[config.mk]
export PLATFORM = sky130hd
export DESIGN_NAME = uart_rx_frame_assembler
export DESIGN_NICKNAME = d
export VERILOG_FILES = /design/src/rtl/uart_rx_frame_assembler.sv
export SDC_FILE = /design/constraint.sdc
export NUM_CORES = 1
export LEC_CHECK = 0
export ABC_CLOCK_PERIOD_IN_PS = 2200
export CAP_MARGIN = 10
export CORE_MARGIN = 1
export CORE_UTILIZATION = 48
export CTS_BUF_LIST = sky130_fd_sc_hd__clkbuf_8
export DETAILED_ROUTE_END_ITERATION = 10
export GPL_ROUTABILITY_DRIVEN = 0
export PLACE_DENSITY = 0.79
export SYNTH_ARGS = -nofsm -noshare
export SYNTH_HDL_FRONTEND = slang
export SYNTH_SLANG_ARGS = --single-unit
[constraint.sdc]
create_clock -name clk_i -period 2.2 [get_ports clk_i]
set_input_delay 0.33 -clock clk_i [delete_from_list [all_inputs] [get_ports clk_i]]
set_output_delay 0.33 -clock clk_i [all_outputs]
set_load 0.1 [all_outputs]
[src/rtl/uart_rx_frame_assembler.sv]
// rtl/uart_rx_frame_assembler.sv - collects UART bytes into address-decoded command frames
// Frames are held on a valid/ready handshake; partial frames abort on timeout or line error.

module uart_rx_frame_assembler #(
   parameter int DATA_W      = 8,
   parameter int DATA_RX_W   = 48,
   parameter int ADDR_W      = 8,
   parameter int TIMEOUT_CYC = 100000
) (
   input  logic                 clk_i,
   input  logic                 rst_i,
   input  logic [DATA_W-1:0]    rx_data_i,
   input  logic                 rx_valid_i,
   input  logic                 rx_err_i,
   output logic [DATA_RX_W-1:0] frm_data_o,
   output logic [ADDR_W-1:0]    frm_addr_o,
   output logic [4:0]           frm_region_o,
   output logic                 frm_addr_err_o,
   output logic                 frm_valid_o,
   input  logic                 frm_ready_i,
   output logic [7:0]           drop_cnt_o,
   output logic                 busy_o
);

   localparam int N     = DATA_RX_W / DATA_W;
   localparam int CNT_W = $clog2(N + 1);
   localparam int TO_W  = $clog2(TIMEOUT_CYC + 1);

   typedef enum logic [1:0] {IDLE, COLLECT, HOLD} state_t;

   state_t            state;
   logic [CNT_W-1:0]  byte_cnt;
   logic [TO_W-1:0]   to_cnt;
   logic [ADDR_W-1:0] rx_addr;
   logic [4:0]        rx_region;
   logic              rx_addr_err;

   assign rx_addr = rx_data_i[ADDR_W-1:0];

   // Controller address map; anything above the FR_PR window is unmapped.
   always_comb begin
      rx_region = 5'd0;
      if (rx_addr <= ADDR_W'(8'h07))
         rx_region[0] = 1'b1;
      else if (rx_addr <= ADDR_W'(8'h18))
         rx_region[1] = 1'b1;
      else if (rx_addr <= ADDR_W'(8'h28))
         rx_region[2] = 1'b1;
      else if (rx_addr <= ADDR_W'(8'h3F))
         rx_region[3] = 1'b1;
      else if (rx_addr <= ADDR_W'(8'h4A))
         rx_region[4] = 1'b1;
      rx_addr_err = (rx_region == 5'd0);
   end

   function automatic logic [7:0] sat_inc(input logic [7:0] v);
      return (v == 8'hFF) ? v : v + 8'd1;
   endfunction

   always_ff @(posedge clk_i) begin
      if (rst_i) begin
         state          <= IDLE;
         byte_cnt       <= '0;
         to_cnt         <= '0;
         frm_data_o     <= '0;
         frm_addr_o     <= '0;
         frm_region_o   <= '0;
         frm_addr_err_o <= 1'b0;
         frm_valid_o    <= 1'b0;
         drop_cnt_o     <= '0;
         busy_o         <= 1'b0;
      end else begin
         case (state)
            IDLE: begin
               if (rx_err_i) begin
                  drop_cnt_o <= sat_inc(drop_cnt_o);
               end else if (rx_valid_i) begin
                  frm_data_o     <= {frm_data_o[DATA_RX_W-DATA_W-1:0], rx_data_i};
                  frm_addr_o     <= rx_addr;
                  frm_region_o   <= rx_region;
                  frm_addr_err_o <= rx_addr_err;
                  byte_cnt       <= CNT_W'(1);
                  to_cnt         <= '0;
                  state          <= COLLECT;
                  busy_o         <= 1'b1;
               end
            end

            COLLECT: begin
               if (rx_err_i) begin
                  drop_cnt_o <= sat_inc(drop_cnt_o);
                  to_cnt     <= '0;
                  state      <= IDLE;
                  busy_o     <= 1'b0;
               end else if (rx_valid_i) begin
                  frm_data_o <= {frm_data_o[DATA_RX_W-DATA_W-1:0], rx_data_i};
                  to_cnt     <= '0;
                  if (byte_cnt == CNT_W'(N - 1)) begin
                     state       <= HOLD;
                     frm_valid_o <= 1'b1;
                  end else begin
                     byte_cnt <= byte_cnt + CNT_W'(1);
                  end
               end else if (to_cnt == TO_W'(TIMEOUT_CYC - 1)) begin
                  drop_cnt_o <= sat_inc(drop_cnt_o);
                  to_cnt     <= '0;
                  state      <= IDLE;
                  busy_o     <= 1'b0;
               end else begin
                  to_cnt <= to_cnt + TO_W'(1);
               end
            end

            HOLD: begin
               if (frm_ready_i) begin
                  frm_valid_o <= 1'b0;
                  if (rx_err_i) begin
                     drop_cnt_o <= sat_inc(drop_cnt_o);
                     state      <= IDLE;
                     busy_o     <= 1'b0;
                  end else if (rx_valid_i) begin
                     // Byte arriving on the accept cycle opens the next frame directly.
                     frm_data_o     <= {frm_data_o[DATA_RX_W-DATA_W-1:0], rx_data_i};
                     frm_addr_o     <= rx_addr;
                     frm_region_o   <= rx_region;
                     frm_addr_err_o <= rx_addr_err;
                     byte_cnt       <= CNT_W'(1);
                     to_cnt         <= '0;
                     state          <= COLLECT;
                  end else begin
                     state  <= IDLE;
                     busy_o <= 1'b0;
                  end
               end else if (rx_valid_i || rx_err_i) begin
                  drop_cnt_o <= sat_inc(drop_cnt_o);
               end
            end

            default: begin
               state  <= IDLE;
               busy_o <= 1'b0;
            end
         endcase
      end
   end

endmodule
==> metrics.md <==
| Metric | Value |
|---|---|
| CP Launch Type | `flop` |
| MaxCap Viol Count | `0` |
| Top_reg_cell synth | `dfxtp_1` |
| #FFs+latches synth | `94` |
| RSZ-0062 raised after global routing | `no` |
| Routed metal-1 wirelength | `4.752 mm` |
| GR Overflow Total | `0` |
| Post-synthesis cell type count | `60` |
| Pre-antenna DRT Iters | `5` |
| Routed vias/inst | `5.500` |
| Relative slew slack | `58.02%` |
| CTS Buf Count | `9` |
| Area of the multi-input gates | `0.002088 mm2` |
| Asr flop ratio synth | `0%` |
| Vias in the first global route | `3577` |
| Share of cells above drive strength 1 | `20.53%` |
| R2R Path Start | `state[0]` |
| Largest net degree at the start of global routing | `49` |
| Final period util | `93.92%` |
| CP startpoint | `state[0]` |
| Synth area leaders | `dfxtp_1 (46%), nand2_1 (13%), a21oi_1 (9.1%), nor2_1 (2.9%), ha_1 (2.4%)` |
| Nets@finish | `625` |
| CP max FO | `5` |
| First-pass GRT wire length | `17.01 mm` |
| Worst EP required | `2.51 ns` |
| Worst Slack Setup Final | `0.1338 ns` |
| Via count of the routed design | `3927` |
| Die width | `94.54 um` |
| Max layer used | `met4` |
| Pins over their slew limit | `0` |
| CP Buf/Inv Count | `2` |
| Global Route Usage Sum | `24.10%` |
| Outcome | `complete, no violations` |
| Post-Syn Nets | `535` |
| Die Ht | `94.54 um` |
| CTS clock-pin slew for the worst setup and hold paths | `0.10 ns` |
| Pwr/cell area | `721.8 mW/mm2` |
| Root Driver | `clkbuf_8` |
| Clock Tree Buf Depth | `2` |
| Critical path's largest stage delay | `0.41 ns` |
| Wire length per cell | `14.66 um` |
| Crit end category | `flop` |
| Post-Place Setup Slack | `-0.02964 ns` |
| Endpoints failing setup | `0` |
| Shortest period the worst path allows | `2.066 ns` |
| Final Power | `3746 uW` |
| DR DRC count | `0` |
| PortBufs | `84` |
| DR WL met3 | `543 um` |
| Worst hold path type | `in -> reg` |
| Antenna-violating nets left | `0` |
| Std-Cell Rows | `33` |
| Htree depth | `3` |
| Area growth syn-to-layout | `26.27%` |
| Post-synth EDFFs | `0` |
| Hold Path Origin | `rst_i` |
| Clock Sinks | `94` |
| Cells after Synth | `514` |
| Antenna Cells | `0` |
| Fill count | `726` |
| WS Path Type | `reg -> reg` |
| Post-synthesis average cell area | `7.996 um2` |
| Most frequent cell after synthesis | `nand2_1` |
| Post-CTS setup buffer count | `0` |
| Share of the synthesized area in the top cell type | `45.78%` |
| Register area share after synthesis | `45.78%` |
| I/O pin count | `85` |
| Clock Latency Late Sink | `0.38 ns` |
| Wirelength, routed | `10.47 mm` |
| Hold_ws | `0.3856 ns` |
| Crit-path slowest cell | `dfxtp_1` |
| Dpl hpwl | `7.500 mm` |
| FMAX | `0.4840 GHz` |
| DR WL met2 | `4.958 mm` |
| Initial drt markers | `231` |
| Post-synthesis cell area | `0.004110 mm2` |
| TritonCTS clock tree | `yes` |
| Crit path DAT | `2.37 ns` |
| Sequential cell area | `0.001884 mm2` |
| Synth warnings | `0` |
| Crit-path cells | `inv_1 > ha_1 > nor2b_2 > buf_4 > a2111oi_4 > nand3_2 > or3_1 > a21oi_1` |
| Core area | `0.008258 mm2` |
| DIE AREA | `0.008937 mm2` |
| Area leader, netlist | `dfxtp_1` |
| Maximum VDD drop | `0.4150 mV` |
| Initial core utilization | `49.77%` |
| Top cells by count, synth | `nand2_1 (141), dfxtp_1 (94), a21oi_1 (75)` |
| Final hold violations | `0` |
| Antenna violations before repair | `0` |
| Max Clock Skew | `0.01179 ns` |
| Worst-margin pin slew | `0.6283 ns` |
| Leak | `0.001954 uW` |
| Top cell family by delay on the critical path | `simple AND/OR/NAND/NOR gates` |
==> repair_timing <==
item | in CTS | in global routing
gates resized for setup | 0 | 2
hold buffers | 0 | 0
endpoints found under the hold margin | 0 | 0
setup endpoints to repair | 0 | 3
==> kinds of logic after synthesis <==
family	count (synthesis)	share of synthesized area (%)
and+or+nand+nor	240	26.61
AOI/OAI and AO/OA	117	17.26
adders and majority gates	8	2.435
muxes	4	1.005
DFF	94	45.78
buffers and inverters	36	3.714
xor gates and xnor gates	15	3.196
==> where the power goes <==
part,internal (uW),leakage (uW),total [uW],switching (uW)
registers,1750,0.000761,1800,45.2
logic,241,0.00109,798,557
clock network,448,0.0000979,1150,705
total,2440,0.00195,3750,1310
==> final timing paths <==
kind | slack [ns] | end | cells after the start
max | 0.13 | to_cnt[15] | 8
min | 0.39 | drop_cnt_o[6] | 3
max reg2reg | 0.13 | to_cnt[15] | 8
min reg2reg | 0.46 | frm_addr_o[0] | 2
==> per-stage QoR <==
| stage | util, % | cell area, um2 | TNS, ns | instances |
|---|---|---|---|---|
| 2_1_floorplan | - | 4113 | 0 | 514 |
| 3_3_place_gp | 60.32 | 4981 | 0 | 698 |
| 3_5_place_dp | 60.32 | 4981 | -0.04460 | 698 |
| 4_1_cts | 62.76 | 5182 | 0 | 714 |
| 5_1_grt | 62.85 | 5190 | 0 | 714 |
| 6_report | 62.85 | 5190 | 0 | 714 |
==> flip-flops by register name, indices dropped and copies added, names as in the netlist <==
| register | count |
|---|---|
| to_cnt | 17 |
| state | 2 |
| frm_addr_err_o | 1 |
| busy_o | 1 |
| frm_valid_o | 1 |
| frm_region_o | 5 |
| frm_data_o | 48 |
| drop_cnt_o | 8 |
| frm_addr_o | 8 |
| byte_cnt | 3 |
==> worst reg2reg max path, cell delays in order (launching register included) <==
cell	delay [ns]
dfxtp_1	0.41
inv_1	0.08
ha_1	0.21
nor2b_2	0.17
buf_4	0.16
a2111oi_4	0.36
nand3_2	0.15
or3_1	0.33
a21oi_1	0.14
==> cell type report <==
cell class,count,area share [%]
multi-input combinational,384,40.24
sequential,94,36.31
timing repair buffer,104,16.25
tap,105,2.531
clock buffer,9,2.387
clock inverter,7,1.495
inverter,11,0.7956
==> layout by cell type, fill, tap and decap left out, drive strengths merged, types with 3 or more instances in the layout <==
| master | synthesis | final |
|---|---|---|
| nand2 | 141 | 141 |
| dfxtp | 94 | 94 |
| buf | 8 | 93 |
| a21oi | 75 | 75 |
| nor2 | 32 | 32 |
| nand3 | 15 | 15 |
| inv | 11 | 14 |
| o21ai | 12 | 12 |
| clkdlybuf4s50 | 0 | 11 |
| clkbuf | 17 | 9 |
| xor2 | 8 | 8 |
| nand2b | 8 | 8 |
| ha | 8 | 8 |
| nor3 | 8 | 8 |
| xnor2 | 7 | 7 |
| or3 | 6 | 6 |
| nor4 | 6 | 6 |
| a31oi | 5 | 5 |
| nand4 | 5 | 5 |
| and3 | 4 | 4 |
| a211oi | 4 | 4 |
| mux2i | 3 | 3 |
| and4 | 3 | 3 |
| clkinv | 0 | 3 |
==> per-layer routing <==
layer	global-route usage (%)	up-vias
met5	0	-
met4	10.73	0
met3	3.623	16
met2	38.65	122
met1	32.05	1845
li1	-	1944
Power figures use the tool's default switching activity.
